===== src/rtl/skolem_sweep_ctrl.sv =====
// -----------------------------------------------------------------------------
// skolem_sweep_ctrl
//
// Purpose:
//   Exhaustive-check sequencer for small combinational Skolem-function units.
//   It steps through every N-bit input assignment on a shared stimulus bus.
//   After each step it waits SETTLE cycles. It then compares the candidate
//   response with the golden-model response for the same vector and keeps
//   running mismatch statistics.
//
// Parameters:
//   N       stimulus width; the sweep covers 2^N vectors (1..16)
//   SETTLE  cycles between driving vec_o and sampling the responses (0..15)
//
// Ports:
//   clk               rising-edge clock
//   rst               asynchronous, active-high reset
//   start             begin a sweep (honoured only in IDLE or DONE)
//   abort             terminate an active sweep
//   stop_on_fail      captured at start; 1 = end the sweep at the first mismatch
//   vec_o     [N-1:0] current stimulus to both evaluators
//   resp_i            candidate Skolem unit output
//   golden_i          golden-model output for vec_o
//   busy              sweep in progress
//   done              sweep finished (complete or stopped on fail), level
//   pass              valid while done=1: no mismatches were seen
//   err_cnt   [N:0]   mismatch count (max 2^N, so it never overflows)
//   first_fail_vec    vector of the first mismatch
//   first_fail_valid  first_fail_vec holds a captured mismatch
// -----------------------------------------------------------------------------
module skolem_sweep_ctrl #(
   parameter int unsigned N      = 8,
   parameter int unsigned SETTLE = 1
) (
   input  logic         clk,
   input  logic         rst,
   input  logic         start,
   input  logic         abort,
   input  logic         stop_on_fail,
   output logic [N-1:0] vec_o,
   input  logic         resp_i,
   input  logic         golden_i,
   output logic         busy,
   output logic         done,
   output logic         pass,
   output logic [N:0]   err_cnt,
   output logic [N-1:0] first_fail_vec,
   output logic         first_fail_valid
);

   typedef enum logic [1:0] {
      ST_IDLE,
      ST_WAIT,
      ST_CHECK,
      ST_DONE
   } state_t;

   // Last value of the settle counter before moving on to CHECK. With
   // SETTLE=0 the WAIT state is never entered and the value is unused.
   localparam logic [3:0]   LP_SETTLE_LAST = (SETTLE > 0) ? 4'(SETTLE - 1) : 4'd0;
   localparam logic [N-1:0] LP_VEC_LAST    = {N{1'b1}};
   localparam logic [N-1:0] LP_VEC_ONE     = {{(N-1){1'b0}}, 1'b1};
   localparam logic [N:0]   LP_ERR_ONE     = {{N{1'b0}}, 1'b1};
   // State that starts each vector: settle first, or sample straight away.
   localparam state_t       LP_VEC_ENTRY   = (SETTLE > 0) ? ST_WAIT : ST_CHECK;

   state_t       r_state;
   state_t       w_next_state;
   logic [3:0]   r_settle_cnt;
   logic [N-1:0] r_vec;
   logic [N:0]   r_err_cnt;
   logic [N-1:0] r_ff_vec;
   logic         r_ff_valid;
   logic         r_stop;
   logic         r_pass;

   logic         w_mismatch;
   logic         w_vec_last;
   logic         w_settle_last;
   logic         w_load;
   logic         w_abort;
   logic         w_do_check;
   logic         w_finish;

   assign w_mismatch    = resp_i ^ golden_i;
   assign w_vec_last    = (r_vec == LP_VEC_LAST);
   assign w_settle_last = (r_settle_cnt == LP_SETTLE_LAST);

   // -------------------------------------------------------------------------
   // State register
   // -------------------------------------------------------------------------
   // NOTE: sequential state is assigned with <= so that every register
   // samples the values from before the edge, whatever the statement order.
   always_ff @(posedge clk or posedge rst) begin
      if (rst) begin
         r_state <= ST_IDLE;
      end else begin
         r_state <= w_next_state;
      end
   end

   // -------------------------------------------------------------------------
   // Next-state and control decode
   // -------------------------------------------------------------------------
   // NOTE: every output of this block gets a default first. Otherwise a path
   // that leaves a signal unassigned would infer a latch.
   always_comb begin
      w_next_state = r_state;
      w_load       = 1'b0;
      w_abort      = 1'b0;
      w_do_check   = 1'b0;
      w_finish     = 1'b0;

      unique case (r_state)
         ST_IDLE, ST_DONE: begin
            // start beats a simultaneous abort here; abort alone is ignored.
            if (start) begin
               w_load       = 1'b1;
               w_next_state = LP_VEC_ENTRY;
            end
         end

         ST_WAIT: begin
            if (abort) begin
               w_abort      = 1'b1;
               w_next_state = ST_IDLE;
            end else if (w_settle_last) begin
               w_next_state = ST_CHECK;
            end
         end

         ST_CHECK: begin
            // abort wins over the sample, so the partial results hold.
            if (abort) begin
               w_abort      = 1'b1;
               w_next_state = ST_IDLE;
            end else begin
               w_do_check = 1'b1;
               if (w_vec_last || (w_mismatch && r_stop)) begin
                  w_finish     = 1'b1;
                  w_next_state = ST_DONE;
               end else begin
                  w_next_state = LP_VEC_ENTRY;
               end
            end
         end

         default: begin
            w_next_state = ST_IDLE;
         end
      endcase
   end

   // -------------------------------------------------------------------------
   // Settle counter: runs only while staying in WAIT and clears on exit, so
   // each visit to WAIT lasts exactly SETTLE cycles.
   // -------------------------------------------------------------------------
   always_ff @(posedge clk or posedge rst) begin
      if (rst) begin
         r_settle_cnt <= 4'd0;
      end else if ((r_state == ST_WAIT) && !abort && !w_settle_last) begin
         r_settle_cnt <= r_settle_cnt + 4'd1;
      end else begin
         r_settle_cnt <= 4'd0;
      end
   end

   // -------------------------------------------------------------------------
   // Sweep datapath: stimulus vector, mismatch statistics, verdict
   // -------------------------------------------------------------------------
   always_ff @(posedge clk or posedge rst) begin
      if (rst) begin
         r_vec      <= '0;
         r_err_cnt  <= '0;
         r_ff_vec   <= '0;
         r_ff_valid <= 1'b0;
         r_stop     <= 1'b0;
         r_pass     <= 1'b0;
      end else if (w_load) begin
         r_vec      <= '0;
         r_err_cnt  <= '0;
         r_ff_vec   <= '0;
         r_ff_valid <= 1'b0;
         r_stop     <= stop_on_fail;
         r_pass     <= 1'b0;
      end else if (w_abort) begin
         // vec_o and the statistics keep their partial values.
         r_pass <= 1'b0;
      end else if (w_do_check) begin
         if (w_mismatch) begin
            r_err_cnt <= r_err_cnt + LP_ERR_ONE;
            if (!r_ff_valid) begin
               r_ff_vec   <= r_vec;
               r_ff_valid <= 1'b1;
            end
         end
         if (w_finish) begin
            // The verdict must include this cycle's sample, which has not
            // reached r_err_cnt yet.
            r_pass <= (r_err_cnt == '0) && !w_mismatch;
         end else begin
            // The terminal vector always finishes, so vec_o never wraps.
            r_vec <= r_vec + LP_VEC_ONE;
         end
      end
   end

   // -------------------------------------------------------------------------
   // Outputs
   // -------------------------------------------------------------------------
   // busy/done are decoded from the state register. They drop together with
   // the state when reset is asserted, with no clock edge needed.
   assign busy             = (r_state == ST_WAIT) || (r_state == ST_CHECK);
   assign done             = (r_state == ST_DONE);
   assign pass             = r_pass;
   assign vec_o            = r_vec;
   assign err_cnt          = r_err_cnt;
   assign first_fail_vec   = r_ff_vec;
   assign first_fail_valid = r_ff_valid;

endmodule


===== config.mk =====
export PLATFORM = sky130hd
export DESIGN_NAME = skolem_sweep_ctrl
export DESIGN_NICKNAME = d
export VERILOG_FILES = /design/src/rtl/skolem_sweep_ctrl.sv
export SDC_FILE = /design/constraint.sdc
export NUM_CORES = 1
export LEC_CHECK = 0
export ABC_AREA = 0
export CORE_UTILIZATION = 51
export CTS_CLUSTER_SIZE = 24
export DETAILED_ROUTE_END_ITERATION = 10
export GPL_TIMING_DRIVEN = 0
export PLACE_DENSITY = 0.79
export SYNTH_ARGS = -nofsm -noshare
export SYNTH_HDL_FRONTEND = slang
export SYNTH_SLANG_ARGS = --single-unit
export TNS_END_PERCENT = 50

===== constraint.sdc =====
create_clock -name clk -period 2 [get_ports clk]
set_input_delay 0.2 -clock clk [delete_from_list [all_inputs] [get_ports clk]]
set_output_delay 0.2 -clock clk [all_outputs]
set_load 0.02 [all_outputs]

Word level (Yosys, flattened, before mapping):

Cells that the tools add are included.

* bits in registers: 34
* input port bits: 7
* output and inout port bits: 29
* word-level logic and storage cells: 81

* add/sub/neg operators: 3
* equal/unequal tests: 9
* multiplexer cells: 37
* bitwise gates (word level): 1
* reductions and logical operators: 23

Operators with widths (number)
* 8-bit 2-to-1 mux: 9
* 9-bit 2-to-1 mux: 4
* 1-bit 2-to-1 mux: 17
* 2-bit 2-to-1 mux: 5
* 9-bit by 1-bit adder with 9-bit output (second input constant): 1
* 9-bit logical NOT: 1
* 8-bit by 1-bit adder with 8-bit output (second input constant): 1
* 8-bit == test (second input constant): 1
* 2-bit inequality test (second input constant): 3
* 2-bit one-hot mux with 3 select lines: 1
* 3-bit AND reduction: 2
* 3-bit nonzero test: 2
* 4-bit by 1-bit adder with 4-bit output (second input constant): 1
* 2-bit == test (second input constant): 2
* 1-bit logical AND: 4
* 4-bit logical NOT: 1
* 4-bit 2-to-1 mux: 1
* 2-bit AND reduction: 2
* 4-bit AND reduction: 1
* 2-bit nonzero test: 2
* 2-bit OR reduction: 2
* 1-bit logical NOT: 3
* 3-bit inequality test (second input constant): 1
* 2-bit by 1-bit == test with 1-bit output (second input constant): 1
* other kinds (4): 5

Logic depth before layout (Yosys ltp):

* depth in word-level cells: 10
* depth in mapped cells: 7
* mapped depth without buffers: 6

Least setup slack after synthesis:

Ideal clock, no wire load.

* kind: register to register
* start: reg r_vec[0], in the netlist vec_o[0]
* end: reg r_vec[4], in the netlist vec_o[4]
* library setup time: 0.076 ns
* arrival: 1.698 ns
* required time: 1.924 ns
* path slack: 0.225 ns
* stages on the path, launching flop included: 7
* path buffers: 1
* clock period less this slack: 1.775 ns
* path through: dfrtp_1 ha_1 nand3_1 o221ai_1 buf_2 or4_1 o21ai_1

* word-level cells in the longest chain between the ends: 7
* elaborated cells on any way between the ends: 12
* those cells by class: add/sub: 1; eq/ne: 2; mux: 7; reduce/logical: 2

Ends and longest elaborated chain
* start, declared: RTL line 70 `logic [N-1:0] r_vec;`
* start signal, assigned: RTL line 203 `r_vec <= r_vec + LP_VEC_ONE;`
* parallel branches: the longest is 7 deep, another holds 8-bit by 1-bit adder with 8-bit output

Several ways; the timed one is not identified. The select of a mux whose other input is x is not followed.
A chain may end at the register's enable or synchronous reset.

Worst setup path in the final report:

* start: reg r_state[0]
* end: reg r_vec[4], in the netlist vec_o[4]

* word-level cells in the longest chain between the ends: 5
* elaborated cells on any way between the ends: 15
* those cells by class: eq/ne: 5; mux: 5; reduce/logical: 5

Ends and longest elaborated chain
* start, declared: RTL line 67 `state_t r_state;`
* start signal, assigned: RTL line 98 `r_state <= w_next_state;`
* 2-bit == test (tied with other cells): RTL line 114 `unique case (r_state)`
* 2-bit OR reduction, on equally long branches
* 1-bit 2-to-1 mux, on equally long branches
* 2-bit inequality test (no source line) or 2-bit nonzero test (tied branches)
* 3-bit AND reduction (no source line)

Parallel ways exist; a longest one is shown, timed or not.

==> metrics.txt <==
status=finished clean; Nets=232; PD cells=786 nW/um2; CP startpoint kind=register; drt drc=0; TritonCTS clock tree=done; top cell type's share of synthesized area=approximately half; pins over their slew limit=0; largest net degree at the start of global routing=35; CTS root buffer=clkbuf_4; Remaining Overflow, GRT=0; critical path peak fanout=10; worst-skew pair later-pin latency=around 340 ps; Distinct cells, synth=40; CP Class=reg2reg; Starting Density=approximately 56%; family with the most delay on the worst path=simple AND/OR/NAND/NOR gates; f_max=524 MHz; port buffer count=35; Fin. Hold Viols=0; most frequent cells after synthesis=dfrtp_1 (34), nor2_1 (28), inv_1 (10); Seq cells post-synth=34; DR iter-0 viols=79; Routed WL=3810 um; Synth Instances=between 150 and 200; worst endpoint required time=2270 ps; FFs w/ async S/R, synth=100%; ordered cell list for the critical path=inv_1, ha_2, and2b_2, o221ai_1, buf_2, or4_1, o21ai_1; Ys Warns=0; period utilization=95.5%; # setup viols final=0; ant diodes=0; via/cell ratio=5.60; pin slew with the least headroom to its limit=690 ps; first-pass GRT wire length=6310 um; Post-Syn Area=about 1800 um2; GRT Total Usage=about a quarter; final std cells w/o fill=roughly 260; Max Cap Viol=0; Arr. time, crit path=2180 ps; overall power=between 1.5 and 2 mW; IO Pins=36; Detailed Routing Iterations Pass 1=5; post-detail-place hpwl=roughly 2800 um; WL per Instance=14.5 um; final setup TNS=0 ps; worst vdd ir=0.650 mV; gpl congestion=0.831; CTS Buf Count=5; Rel. slew slack=a little over half; Die X=roughly 60 um; row cnt=20; Post-synth EDFFs=0; CTS Sinks=34; Avg Cell Area, Syn=10.1 um2; Seq/Total Area, Yosys=48.3%; die span in y=60.8 um; syn_nets=190; die area=3690 um2; share of layout cells above drive strength 1=roughly 8.7%; Most used DFF post-synth=dfrtp_1; type of the tightest min-delay check=in2async; post-CTS setup buffer count=0; fin area=approximately 2200 um2; Synth area leader=dfrtp_1; initial antenna violation count=0; clk slew on worst S/H paths=around 110 ps; clock buffer depth=2; crit-path max cell delay=480 ps; Vias=1467; Worst setup EP type=register; placement-stage cell area=about 2200 um2; Hold Slack=282 ps; RSZ-0062 raised after global routing=no; H-tree Lvls=2; critical path's slowest cell=or4_1; Synth area leaders=dfrtp_1 (48%), nor2_1 (6.0%), ha_1 (5.7%); vias in the first global route=1427; min cycle time layout=1910 ps; most common cell in the netlist=dfrtp_1; placed instance count=254; Buf/Inv on CP=2; Layout area overhead=26.6%; core area=3150 um2; ANT nets after route=0; LEAKAGE=0.930 nW; Worst Skew=14.1 ps
## area by class of cell
type | instances | area (um2)
plain buffers | 5 | 30.0
clock buffers | 7 | 55.1
clock inverters | 1 | 5.00
fillers | 266 | 922
inverters | 10 | 37.5
multi-input cells | 126 | 848
flip-flops and latches | 34 | 851
well taps | 44 | 55.1
repair buffers | 35 | 349
## worst reg2reg max path: cells and delay by family, from the launching register on
family | cells | cell delay, ps
AOI/OAI and AO/OA | 2 | 240
adders and majority gates | 1 | 220
DFF | 1 | 420
and+or+nand+nor | 2 | 680
buffers and inverters | 2 | 300
## per-stage QoR
stage | util (%) | setup WS (ps)
2_1_floorplan | - | 225
3_5_place_dp | 68.7 | 33.0
4_1_cts | 70.6 | 63.0
6_report | 70.8 | 90.6
3_3_place_gp | 68.7 | 70.4
5_1_grt | 70.8 | 7.59
## cells by family after synthesis
| group | after synthesis | synth area share, % |
|---|---|---|
| fa+ha+maj | 8 | 5.68 |
| flops | 34 | 48.3 |
| xor+xnor | 13 | 6.89 |
| buf+inv | 15 | 3.69 |
| mux | 10 | 5.75 |
| compound gates | 25 | 9.38 |
| simple gates | 70 | 20.3 |
## where the power goes
group,internal [mW],switching [mW]
combinational,0.216,0.338
sequential,0.740,0.0637
clock,0.170,0.226
## registers in the layout, indices dropped and copies added, names as in the netlist
name / cells
err_cnt: 9
first_fail_valid: 1
first_fail_vec: 8
pass: 1
r_settle_cnt: 4
r_state: 2
r_stop: 1
vec_o: 8
## repair_timing
| action | in CTS | in global routing |
|---|---|---|
| pin swaps | 0 | 1 |
| gates resized for setup | 1 | 4 |
| hold buffers | 0 | 0 |
| endpoints found under the setup margin | 1 | 23 |
## final timing paths
| path | to | slack [ps] | start | depth (start not counted) |
|---|---|---|---|---|
| max | vec_o[4] | 90 | r_state[0] | 7 |
| min | vec_o[4] | 280 | rst | 2 |
| max reg2reg | vec_o[4] | 90 | r_state[0] | 7 |
| min reg2reg | r_settle_cnt[0] | 490 | r_settle_cnt[0] | 1 |
| max in group asynchronous | err_cnt[1] | 1260 | rst | 2 |
| min in group clk | r_stop | 460 | stop_on_fail | 3 |
## layout by cell type (no fill, tap or decap), drive strengths merged, types with 3 or more instances in the layout
cell type,count
a21oi,8
and2,3
clkbuf,10
clkdlybuf4s50,34
dfrtp,34
ha,8
inv,10
mux2i,9
nand2,8
nand2b,4
nand3,8
nand4,4
nor2,28
nor3,4
o21ai,6
xnor2,10
xor2,3
## routing by layer
metal / vias to the layer above / global-route usage, % / part of all wire [%]
met5: - / 0 / 0
met4: 0 / 11.0 / 1.6
met3: 7 / 5.76 / 5.6
met2: 53 / 40.2 / 50
met1: 709 / 28.5 / 42
li1: 698 / - / -
No activity file was read; power rests on OpenSTA's default activity.
